## src/rtl/btn_pkg.sv

```systemverilog
// Shared definitions for the button conditioner: lane indices, default
// auto-repeat mask and 50 MHz cycle constants.
package btn_pkg;

  localparam int NUM_BTN_C = 8;

  typedef enum logic [2:0] {
    BTN_A      = 3'd0,
    BTN_B      = 3'd1,
    BTN_SELECT = 3'd2,
    BTN_START  = 3'd3,
    BTN_RIGHT  = 3'd4,
    BTN_LEFT   = 3'd5,
    BTN_UP     = 3'd6,
    BTN_DOWN   = 3'd7
  } btn_idx_e;

  // Right, Left and Down auto-repeat; the others fire once per press.
  localparam logic [NUM_BTN_C-1:0] REPEAT_MASK_C = 8'b1011_0000;

  // Cycle counts at a 50 MHz system clock.
  localparam int DEBOUNCE_10MS = 500000;
  localparam int REPEAT_250MS  = 12500000;
  localparam int REPEAT_50MS   = 2500000;

  typedef enum logic [1:0] {
    RPT_IDLE   = 2'd0,
    RPT_DELAY  = 2'd1,
    RPT_REPEAT = 2'd2
  } rpt_state_e;

  function automatic int max_int(input int a, input int b);
    return (a > b) ? a : b;
  endfunction

endpackage

```

## src/rtl/btn_debounce_lane.sv

```systemverilog
// One button lane: 2-flop synchroniser, debounce counter and registered
// press/release pulses that coincide with the debounced level change.
module btn_debounce_lane
  import btn_pkg::*;
#(
  parameter int DEBOUNCE_CYCLES = DEBOUNCE_10MS
) (
  input  logic clk,
  input  logic resetN,
  input  logic raw_n,
  output logic level,
  output logic press,
  output logic rls
);

  localparam int CNT_W = $clog2(DEBOUNCE_CYCLES + 1);
  localparam logic [CNT_W-1:0] CNT_LAST = CNT_W'(DEBOUNCE_CYCLES - 1);

  // Synchroniser flops hold the active-low raw value; reset means released.
  logic             meta_q, meta_d;
  logic             sync_q, sync_d;
  logic             stable_q, stable_d;
  logic [CNT_W-1:0] cnt_q, cnt_d;
  logic             press_q, press_d;
  logic             rls_q, rls_d;
  logic             s;

  // Next-state: synchronise, count disagreement with the stable value, flip once it has held long enough.
  always_comb begin
    meta_d   = raw_n;
    sync_d   = meta_q;
    s        = ~sync_q;
    stable_d = stable_q;
    cnt_d    = '0;
    press_d  = 1'b0;
    rls_d    = 1'b0;
    if (s != stable_q) begin
      if (cnt_q == CNT_LAST) begin
        stable_d = s;
        press_d  = s;
        rls_d    = ~s;
      end else begin
        cnt_d = cnt_q + CNT_W'(1);
      end
    end
  end

  // State registers; reset aborts any count in progress.
  always_ff @(posedge clk or negedge resetN) begin
    if (!resetN) begin
      meta_q   <= 1'b1;
      sync_q   <= 1'b1;
      stable_q <= 1'b0;
      cnt_q    <= '0;
      press_q  <= 1'b0;
      rls_q    <= 1'b0;
    end else begin
      meta_q   <= meta_d;
      sync_q   <= sync_d;
      stable_q <= stable_d;
      cnt_q    <= cnt_d;
      press_q  <= press_d;
      rls_q    <= rls_d;
    end
  end

  assign level = stable_q;
  assign press = press_q;
  assign rls   = rls_q;

endmodule

```

## src/rtl/button_conditioner.sv

```systemverilog
// Button conditioner: debounced levels, press/release pulses and
// auto-repeat move pulses for the game logic.
// Optional macro BTN_AUTOREPEAT_EN enables the per-lane repeat FSMs on
// REPEAT_MASK lanes; without it btn_move equals btn_press on every lane.
module button_conditioner
  import btn_pkg::*;
#(
  parameter int                 NUM_BTN         = NUM_BTN_C,
  parameter int                 DEBOUNCE_CYCLES = DEBOUNCE_10MS,
  parameter int                 REPEAT_DELAY    = REPEAT_250MS,
  parameter int                 REPEAT_RATE     = REPEAT_50MS,
  parameter logic [NUM_BTN-1:0] REPEAT_MASK     = REPEAT_MASK_C
) (
  input  logic               clk,
  input  logic               resetN,
  input  logic [NUM_BTN-1:0] btn_rawN,
  output logic [NUM_BTN-1:0] btn_level,
  output logic [NUM_BTN-1:0] btn_press,
  output logic [NUM_BTN-1:0] btn_release,
  output logic [NUM_BTN-1:0] btn_move
);

  // All cycle counts must be at least one.
  if (DEBOUNCE_CYCLES < 1 || REPEAT_DELAY < 1 || REPEAT_RATE < 1 ||
      $bits(REPEAT_MASK) != NUM_BTN) begin : g_param_check
    $error("button_conditioner: invalid parameters");
  end

`ifdef BTN_AUTOREPEAT_EN
  localparam int RCNT_W = $clog2(max_int(REPEAT_DELAY, REPEAT_RATE) + 1);
  localparam logic [RCNT_W-1:0] DELAY_LAST = RCNT_W'(REPEAT_DELAY - 1);
  localparam logic [RCNT_W-1:0] RATE_LAST  = RCNT_W'(REPEAT_RATE - 1);
`endif

  for (genvar i = 0; i < NUM_BTN; i++) begin : g_lane

    btn_debounce_lane #(
      .DEBOUNCE_CYCLES(DEBOUNCE_CYCLES)
    ) u_lane (
      .clk   (clk),
      .resetN(resetN),
      .raw_n (btn_rawN[i]),
      .level (btn_level[i]),
      .press (btn_press[i]),
      .rls   (btn_release[i])
    );

`ifdef BTN_AUTOREPEAT_EN
    if (REPEAT_MASK[i]) begin : g_rpt
      rpt_state_e        state_q, state_d;
      logic [RCNT_W-1:0] rcnt_q, rcnt_d;
      logic              move;

      // Repeat FSM state and interval counter.
      always_ff @(posedge clk or negedge resetN) begin
        if (!resetN) begin
          state_q <= RPT_IDLE;
          rcnt_q  <= '0;
        end else begin
          state_q <= state_d;
          rcnt_q  <= rcnt_d;
        end
      end

      // Move on press, after the initial delay, then at the repeat rate; release wins over a tick.
      always_comb begin
        state_d = state_q;
        rcnt_d  = rcnt_q;
        move    = 1'b0;
        unique case (state_q)
          RPT_IDLE: begin
            rcnt_d = '0;
            if (btn_press[i]) begin
              move    = 1'b1;
              state_d = RPT_DELAY;
            end
          end
          RPT_DELAY: begin
            if (btn_release[i]) begin
              state_d = RPT_IDLE;
              rcnt_d  = '0;
            end else if (rcnt_q == DELAY_LAST) begin
              move    = 1'b1;
              state_d = RPT_REPEAT;
              rcnt_d  = '0;
            end else begin
              rcnt_d = rcnt_q + RCNT_W'(1);
            end
          end
          RPT_REPEAT: begin
            if (btn_release[i]) begin
              state_d = RPT_IDLE;
              rcnt_d  = '0;
            end else if (rcnt_q == RATE_LAST) begin
              move   = 1'b1;
              rcnt_d = '0;
            end else begin
              rcnt_d = rcnt_q + RCNT_W'(1);
            end
          end
          default: begin
            state_d = RPT_IDLE;
            rcnt_d  = '0;
          end
        endcase
      end

      assign btn_move[i] = move;
    end else begin : g_norpt
      assign btn_move[i] = btn_press[i];
    end
`else
    assign btn_move[i] = btn_press[i];
`endif

  end

endmodule

```

## config.mk

```make
export PLATFORM = sky130hd
export DESIGN_NAME = button_conditioner
export DESIGN_NICKNAME = d
export VERILOG_FILES = /design/src/rtl/btn_pkg.sv /design/src/rtl/btn_debounce_lane.sv /design/src/rtl/button_conditioner.sv
export SDC_FILE = /design/constraint.sdc
export NUM_CORES = 1
export LEC_CHECK = 0
export CORE_MARGIN = 3
export CORE_UTILIZATION = 55
export CTS_CLUSTER_SIZE = 25
export DETAILED_ROUTE_END_ITERATION = 10
export PLACE_DENSITY = 0.86
export SYNTH_ARGS = -nofsm -noshare
export SYNTH_HDL_FRONTEND = slang
export SYNTH_SLANG_ARGS = --single-unit
```

## constraint.sdc

```tcl
create_clock -name clk -period 1.9 [get_ports clk]
set_input_delay 0.38 -clock clk [delete_from_list [all_inputs] [get_ports clk]]
set_output_delay 0.38 -clock clk [all_outputs]
set_load 0.02 [all_outputs]
```

# Word level (Yosys, flattened, before mapping)
# Cells that the tools add are included.
dict set report classes {
  n_addsub 8
  n_eq_ne 16
  mux 48
  bitwise 8
  n_reduce_logical 8
}
# op count
set op_table {}
lappend op_table {{2-to-1 mux 19 bit} 16}
lappend op_table {{adder 19 x 1 -> 19 bit (second input constant)} 8}
lappend op_table {{equality test 19 bit (second input constant)} 8}
lappend op_table {{2-to-1 mux 1 bit} 32}
lappend op_table {{AND reduction 2 bit} 8}
lappend op_table {{!= test 1 bit} 8}
lappend op_table {{NOT 1 bit} 8}
dict set report totals {
  reg_bits 192
  in_bits 10
  out_inout_bits 32
  word_cells 136
}

# Logic depth before layout (Yosys ltp)
# Gate-level depths: netlist (run 1).
dict set report logic_depth {
  depth_word 3
  mapped_depth 7
  ltp_nobuf 5
}

# Modules after synthesis
# Synthesis (run 1) repeated with hierarchy kept, for this count alone.
dict set report unflattened {
  cells_unflattened 920
  area_unflattened_um2 9208.8
}
# module n_inst cells_each area_each_um2 seq_area_each_um2
set by_module_without_submodules {}
lappend by_module_without_submodules {btn_debounce_lane 8 114 1143.6 603.1}
lappend by_module_without_submodules {button_conditioner 1 8 60.1 0.0}

# Least setup slack after synthesis (run 1)
# OpenSTA, ideal clock, no wires.
dict set report synth_path {
  path_kind {register -> register}
  startpoint {register g_lane[7].u_lane.cnt_q[0]}
  endpoint {register g_lane[7].u_lane.cnt_q[10]}
  arrival_time_ps 1796
  path_slack_ps -28
  path_stages_with_launch 7
  period_less_slack_ps 1928
  cell_sequence {dfrtp_1 > ha_1 > and4_1 > nand3_1 > o31ai_2 > clkbuf_1 > nor2_1}
}
dict set report synth_via {
  elab_chain_len 3
  elab_cells_between_ends 4
}
# item line_no
set synth_rtl {}
lappend synth_rtl {{start: declaration} btn_debounce_lane.sv:23} ;# logic [CNT_W-1:0] cnt_q, cnt_d;
lappend synth_rtl {{start signal: assignment} btn_debounce_lane.sv:61} ;# cnt_q <= cnt_d;
lappend synth_rtl {{adder 19 x 1 -> 19 bit / equality test 19 bit (equally long branches)} {btn_debounce_lane.sv:43, btn_debounce_lane.sv:38}}
lappend synth_rtl {{2-to-1 mux 19 bit (*)} btn_debounce_lane.sv:38} ;# if (cnt_q == CNT_LAST) begin
lappend synth_rtl {{2-to-1 mux 19 bit (*)} btn_debounce_lane.sv:37} ;# if (s != stable_q) begin
lappend synth_rtl {{via g_lane[7].u_lane.cnt_d[10]} btn_debounce_lane.sv:23}
# The timed path passes the listed nets; every way through them passes the cells marked *.
# A chain may end at the register's enable or synchronous reset.

# Final worst setup path (run 1)
dict set report layout_path {
  startpoint {register g_lane[3].u_lane.cnt_q[8]}
  endpoint {register g_lane[3].u_lane.cnt_q[13]}
}
dict set report layout_via {
  elab_chain_len 3
  elab_cells_between_ends 4
}
# item line_no
set layout_rtl {}
lappend layout_rtl {{start: declaration} btn_debounce_lane.sv:23}
lappend layout_rtl {{start signal: assignment} btn_debounce_lane.sv:61}
lappend layout_rtl {{adder 19 x 1 -> 19 bit / equality test 19 bit (equally long branches)} {btn_debounce_lane.sv:43, btn_debounce_lane.sv:38}}
lappend layout_rtl {{2-to-1 mux 19 bit (*)} btn_debounce_lane.sv:38}
lappend layout_rtl {{2-to-1 mux 19 bit (*)} btn_debounce_lane.sv:37}
lappend layout_rtl {{via g_lane[3].u_lane.cnt_d[13]} btn_debounce_lane.sv:23}
# Marked as above.

==> results of run 1 <==
-- state kept, by name, indices dropped and copies added (netlist names) --
signal	flops
g_lane.u_lane.cnt_q	152
g_lane.u_lane.level	8
g_lane.u_lane.meta_q	8
g_lane.u_lane.press	8
g_lane.u_lane.rls	8
g_lane.u_lane.sync_q	8
-- Yosys cell counts (all sizes together) --
cell type  instances
and2              11
nor3b              7
nand4             41
o41ai              1
nor4              19
buf               39
o21ai             28
clkbuf            13
ha                 8
and3              16
inv               25
nor4bb             3
or3               30
nor3              13
nand3             55
mux2i              7
or2                4
nor4b              6
dfstp             16
or4               20
nand3b             5
and4              15
xor2              48
xnor2             55
o31ai             22
nor2             115
nand2             49
a21oi             41
dfrtp            176
-- metrics by stage --
step                std cells  hold WS (ns)
global route             1182        0.3314
finish                   1182        0.3517
CTS                      1178        0.3344
global placement         1145        0.3200
floorplan                 888       0.08441
detailed placement       1145        0.3208
-- report_power, final --
group	total [mW]	switching [mW]	internal [mW]
logic	0.308	0.191	0.117
registers	4.22	0.0561	4.16
clock network	4.05	1.54	2.51
total	8.57	1.79	6.79
-- cell type report --
type / count / area share, %
tap: 216 / 2.525
timing repair buffer: 98 / 8.395
clock buffer: 19 / 4.139
clock inverter: 13 / 2.186
inverter: 25 / 0.8769
multi-input combinational: 619 / 36.77
sequential: 192 / 45.11
-- how the worst min path moves through the flow --
stage | slack (ns) | end | cells after the start
2_1_floorplan | 0.08 | g_lane[0].u_lane.cnt_q[0] | 0
3_3_place_gp | 0.32 | g_lane[5].u_lane.level | 1
3_5_place_dp | 0.32 | g_lane[5].u_lane.rls | 1
4_1_cts | 0.33 | g_lane[0].u_lane.meta_q | 1
5_1_grt | 0.33 | g_lane[0].u_lane.meta_q | 1
6_report | 0.35 | g_lane[6].u_lane.meta_q | 1
-- worst max-delay path: cells and delay by family (launching register included) --
family                 cells  cell delay, ns
AOI/OAI and AO/OA          1            0.16
buffers and inverters      1            0.17
DFF                        1            0.41
and+or+nand+nor            3            1.00
-- metal layers --
metal	wire (µm)	track usage [%]	vias to the layer above
met4	229	5.826	0
met5	0	0	-
met2	9145	34.97	148
met3	674	5.101	22
met1	7882	26.51	3367
li1	-	-	3237
-- logic make-up (layout without fill, tap and decap cells) --
family / count (synthesis) / after routing / synth area share [%]
simple gates: 409 / 409 / 24.13
mux: 7 / 7 / 0.7731
fa+ha+maj: 8 / 8 / 1.104
xor+xnor: 103 / 103 / 9.953
flops: 192 / 192 / 53.23
buf+inv: 77 / 155 / 4.611
compound gates: 92 / 92 / 6.198
-- what timing repair did --
action                                  4_1_cts  5_1_grt
endpoints found under the hold margin        32        0
pin swaps                                     0        4
endpoints found under the setup margin        1       62
setup buffers                                 0        4
hold buffers                                  1        0
resized for setup                             1       27
==> summary.txt, run 1 <==
Setup path
  • Capture point of the critical path: g_lane[3].u_lane.cnt_q[13]
  • FF-to-FF Start: g_lane[3].u_lane.cnt_q[8]
  • Slowest-stage cell, CP: or4_4
  • Crit. End Element: flip-flop
  • Critical path peak fanout: 4
  • R2R cell count: 5
  • Max incr delay on CP: approximately 0.52 ns
  • Worst R2R Setup Slack: ~0.084 ns
  • Worst Path Required: 2.25 ns
  • Critical Path Start: g_lane[3].u_lane.cnt_q[8]
  • Cell Chain, Critical Path: nand4_2 > or4_4 > buf_4 > or3_1 > a21oi_1
  • Setup crit start kind: flip-flop
  • WS Path Type: reg2reg
  • FF-to-FF End: g_lane[3].u_lane.cnt_q[13]
  • Worst EP arrival: roughly 2.2 ns

Clock tree
  • Max clock buf depth: 2
  • Clock slew at reported path FFs: ~0.070 ns
  • Clock latency on the worst-skew pair: between 0.4 and 0.5 ns
  • # H-tree levels: 4
  • Clock root buffer: clkbuf_16
  • # clock sinks: 192
  • CTS tree: built
  • TritonCTS Buffers: 17

Synthesis
  • Cell Area, Synth: a little over 9000 µm²
  • Post-synthesis net count: 906
  • Top cell type's share of synthesized area: between 40% and 50%
  • Yosys cell types: 34
  • Synth area leader: dfrtp_1
  • Synth Register Bits: about 190
  • Synth area leaders: dfrtp_1 49%, xnor2_1 5.3%, nor2_1 4.8%
  • Seq/Total Area, Yosys: around 53%
  • Yosys warns: 0
  • Avg Cell Area, Syn: between 10 and 15 µm²
  • Cell count after synthesis: between 800 and 900

Power
  • VDD IR-drop max: around 640 µV
  • Pwr dens: ~800 nW/µm²
  • Power Total: 8.574 mW
  • Leak: between 4 and 5 nW

Status
  • Outcome: complete, no violations

Routing
  • DRT antenna net count: 0
  • Routed via count: a little under 7000
  • Mean routed wirelength per cell: about 15 µm
  • Post-route DRC: 0
  • Final wirelength: about 18000 µm
  • Detailed Route Iter0 Violations: 358
  • Via-per-instance ratio: around 5.7
  • Initial DRT Pass Iterations: 5

Finish
  • ANT cells: 0
  • Storage cell area: 4827 µm²
  • Filler cells: between 1000 and 1500
  • Commonest non-fill, non-tap cell in the layout: dfrtp_1
  • Final #Nets: 971
  • Final core utilization: between 60% and 70%
  • Multi-input gate area: a little under 4000 µm²
  • Most frequent cells in the layout: 174 x dfrtp_1, 115 x nor2_1, 55 x xnor2_1, 53 x buf_4, 52 x nand3_1
  • Final Cell Area: 10700 µm²
  • Area Growth Syn to Fin: 18.07%
  • Layout cells sized above 1: between 10 and 15%

Timing
  • Worst-margin pin slew: about 0.44 ns
  • Skew final: 0.01239 ns
  • Final TNS setup: 0 ns
  • Fmax: around 0.55 GHz
  • Final number of setup-violating endpoints: 0
  • Final max-slew violation count: 0
  • Final Cycle Share: between 90% and 100%
  • Number of failing hold endpoints at the final stage: 0
  • Period minus WS final: around 1.8 ns
  • Worst rel slew slack: 70.74%
  • Final worst slack: 0.08426 ns

GRT
  • Largest net degree at the start of global routing: between 50 and 60
  • GRT Total Usage: ~20%
  • Vias in the first global route: 6753
  • First-pass GRT wire length: 30850 µm
  • Initial antenna violation count: 0
  • Total gr overflow: 0

Floorplanning
  • Die area: approximately 18000 µm²
  • Core area: approximately 16000 µm²
  • Die width: between 100 and 150 µm
  • Die height: 134.4 µm
  • Initial core utilization: between 50 and 60%
  • IO Pins: 42
  • Cell Rows: 46

Flow run
  • Number of max-cap violations: 0

Placement
  • Routability-driven placement congestion ratio: around 0.84
  • Placed cell area: ~9900 µm²
  • Port Buf Inserts: 41
  • Hpwl dp: 11840 µm
  • Setup WS pre-CTS: slightly below 0.04 ns

Worst hold path
  • Worst min-delay path class: in2reg
  • HP Start: btn_rawN[6]
Power figures use the tool's default switching activity.
==> run 2: changes to the inputs <==
Settings changed: CORE_UTILIZATION 55 to 56, PLACE_DENSITY 0.86 to 0.84.
Clock period 1.9 ns to 2 ns, I/O delays scaled along.
==> run 2 against run 1 <==
- final cell count shrank 2.0%
- sequential cell count did not move
- total power shrank 9.2%
- non-clock buffer count is 19 lower
- via count shrank 2.5%
- die area down 1.7%
- fmax decreased by 5.4%
- hold slack better by 0.0021 ns
- setup slack worse by 0.0033 ns
- first-iteration DRC count is 38% higher
- register-to-register slack is essentially flat
- critical path type unchanged
- critical endpoint is now g_lane[1].u_lane.cnt_q[1]
==> summary.txt, run 2 (same netlist as run 1, synthesis figures left out) <==
Setup path
  • FF-to-FF Start: g_lane[1].u_lane.cnt_q[0]
  • Slowest-stage cell, CP: or3_4
  • Critical Path Start: g_lane[1].u_lane.cnt_q[0]
  • Max incr delay on CP: 0.45 ns (-0.07 ns)
  • WS Path Type: reg2reg
  • R2R cell count: 5 (unchanged)
  • Capture point of the critical path: g_lane[1].u_lane.cnt_q[1]
  • Cell Chain, Critical Path: ha_1 > and4_2 > nand4_1 > or3_4 > and3_1
  • Critical path peak fanout: 5 (+1)
  • Worst EP arrival: 2.24 ns (+0.07 ns)
  • Worst Path Required: 2.32 ns (+0.07 ns)
  • Worst R2R Setup Slack: 0.08 ns (about the same)
  • Setup crit start kind: flip-flop
  • FF-to-FF End: g_lane[1].u_lane.cnt_q[1]
  • Crit. End Element: flip-flop

Timing
  • Worst-margin pin slew: 0.5081 ns (+0.07256 ns)
  • Final worst slack: 0.08095 ns (-0.003314 ns)
  • Skew final: 0.006930 ns (-0.005460 ns)
  • Final number of setup-violating endpoints: 0 (unchanged)
  • Fmax: 0.5211 GHz (-5.4%)
  • Number of failing hold endpoints at the final stage: 0 (unchanged)
  • Hold slack: 0.3538 ns (+0.002079 ns)
  • Period minus WS final: 1.919 ns (+0.1033 ns)
  • Worst rel slew slack: 65.81% (-4.9 points)
  • Final max-slew violation count: 0 (unchanged)
  • Final Cycle Share: 95.95% (+0.39 points)
  • Final TNS setup: 0 ns (unchanged)

Placement
  • Setup WS pre-CTS: 0.04071 ns (+0.001505 ns)
  • Hpwl dp: 11410 µm (-3.6%)
  • Placed cell area: 9738 µm² (-1.5%)
  • Routability-driven placement congestion ratio: 0.8235 (-2.4%)
  • Port Buf Inserts: 41 (unchanged)
  • Placed cells: 1124 (-1.8%)

Routing
  • Initial DRT Pass Iterations: 5 (unchanged)
  • Mean routed wirelength per cell: 14.66 µm (-3.4%)
  • Detailed Route Iter0 Violations: 493 (+38%)
  • Post-route DRC: 0 (unchanged)
  • Via-per-instance ratio: 5.703 (-0.49%)
  • DRT antenna net count: 0 (unchanged)
  • Final wirelength: 16980 µm (-5.3%)
  • Routed via count: 6604 (-2.5%)

Status
  • Outcome: complete, no violations

Finish
  • Filler cells: 1162 (-4.8%)
  • Layout cells sized above 1: 11.72% (-2.9 points)
  • Final core utilization: 67.05% (+0.16 points)
  • Biggest register: g_lane.u_lane.cnt_q
  • Max reg flops: 152 (unchanged)
  • Final Cell Area: 10420 µm² (-2.6%)
  • ANT cells: 0 (unchanged)
  • Final #Nets: 952 (-2.0%)
  • Commonest non-fill, non-tap cell in the layout: dfrtp_1
  • Non-Filler Instances: 1158 (-2.0%)
  • Area Growth Syn to Fin: 14.95%
  • Most frequent cells in the layout: 176 x dfrtp_1, 115 x nor2_1, 55 x xnor2_1, 53 x nand3_1, 49 x nand2_1

GRT
  • Initial antenna violation count: 0 (unchanged)
  • Total gr overflow: 0 (unchanged)
  • Largest net degree at the start of global routing: 57 (+7.5%)
  • Vias in the first global route: 6503 (-3.7%)
  • GRT Total Usage: 19.74% (-0.87 points)
  • First-pass GRT wire length: 29520 µm (-4.3%)

Power
  • Leak: 4.212 nW (-5.6%)
  • Pwr dens: 747.3 nW/µm² (-6.7%)
  • VDD IR-drop max: 676.4 µV (+6.2%)
  • Power Total: 7.786 mW (-9.2%)

Floorplanning
  • Die width: 133.2 µm (-0.86%)
  • Die height: 133.2 µm (-0.86%)
  • Die area: 17750 µm² (-1.7%)
  • Core area: 15540 µm² (-2.9%)
  • IO Pins: 42 (unchanged)
  • Initial core utilization: 58.33% (+1.7 points)
  • Cell Rows: 45 (-2.2%)

Clock tree
  • # H-tree levels: 4 (unchanged)
  • # clock sinks: 192 (unchanged)
  • TritonCTS Buffers: 17 (unchanged)
  • CTS tree: built
  • Clock root buffer: clkbuf_16
  • Clock slew at reported path FFs: 0.06 ns (about the same)
  • Max clock buf depth: 2 (unchanged)
  • Clock latency on the worst-skew pair: 0.43 ns (about the same)

Worst hold path
  • Worst min-delay path class: reg2reg

Flow run
  • Number of max-cap violations: 0 (unchanged)
## run 2: changes by cell type in the layout (fill, tap and decap cells not counted), moves of 3 or more
cell,previous run,this run
o31ai_2,3,7
dlymetal6s2s_1,7,0
clkdlybuf4s50_1,32,40
clkinvlp_4,3,0
o31ai_4,4,0
buf_4,53,33
clkinv_2,1,5
## run 2: layer usage
layer	global-route usage [%]	vias to the layer above	part of all wire, %
met5	0	-	0
met4	5.943	0	1.0
met3	4.418	16	3.7
met2	33.07	130	50
met1	25.92	3270	45
li1	-	3188	-
## run 2: area by class of cell
| class | count | area [µm²] | area share, % |
|---|---|---|---|
| multi-input cells | 619 | 3871 | 37.16 |
| inverters | 25 | 93.84 | 0.9007 |
| repair buffers | 79 | 752.0 | 7.218 |
| flip-flops and latches | 192 | 4825 | 46.31 |
| well taps | 211 | 264.0 | 2.534 |
| clock buffers | 21 | 450.4 | 4.323 |
| clock inverters | 11 | 162.7 | 1.561 |
## run 2: critical path, delay by kind of cell, from the launching register on
kind	cells	cell delay, ns
fa+ha+maj	1	0.25
simple gates	4	1.18
flops	1	0.38
## run 2: how the worst min path moves through the flow
stage,startpoint,endpoint,depth (start not counted)
after detailed placement,g_lane[0].u_lane.meta_q,g_lane[0].u_lane.sync_q,0
after CTS,g_lane[7].u_lane.meta_q,g_lane[7].u_lane.sync_q,0
final,g_lane[3].u_lane.meta_q,g_lane[3].u_lane.sync_q,0
after global placement,g_lane[0].u_lane.meta_q,g_lane[0].u_lane.sync_q,0
after global routing,g_lane[7].u_lane.meta_q,g_lane[7].u_lane.sync_q,0
after floorplan,resetN,g_lane[0].u_lane.cnt_q[0],0
## run 2: power by group
part,internal [mW],total [mW],switching (mW)
Combinational,0.106,0.281,0.175
Sequential,3.95,4.00,0.0517
Clock,2.12,3.50,1.38
## run 2: timing repair
| item | 4_1_cts | 5_1_grt |
|---|---|---|
| hold endpoints to repair | 42 | 0 |
| resized for setup | 0 | 12 |
| hold buffers | 1 | 0 |
| buffers inserted | 0 | 1 |
| endpoints found under the setup margin | 0 | 25 |
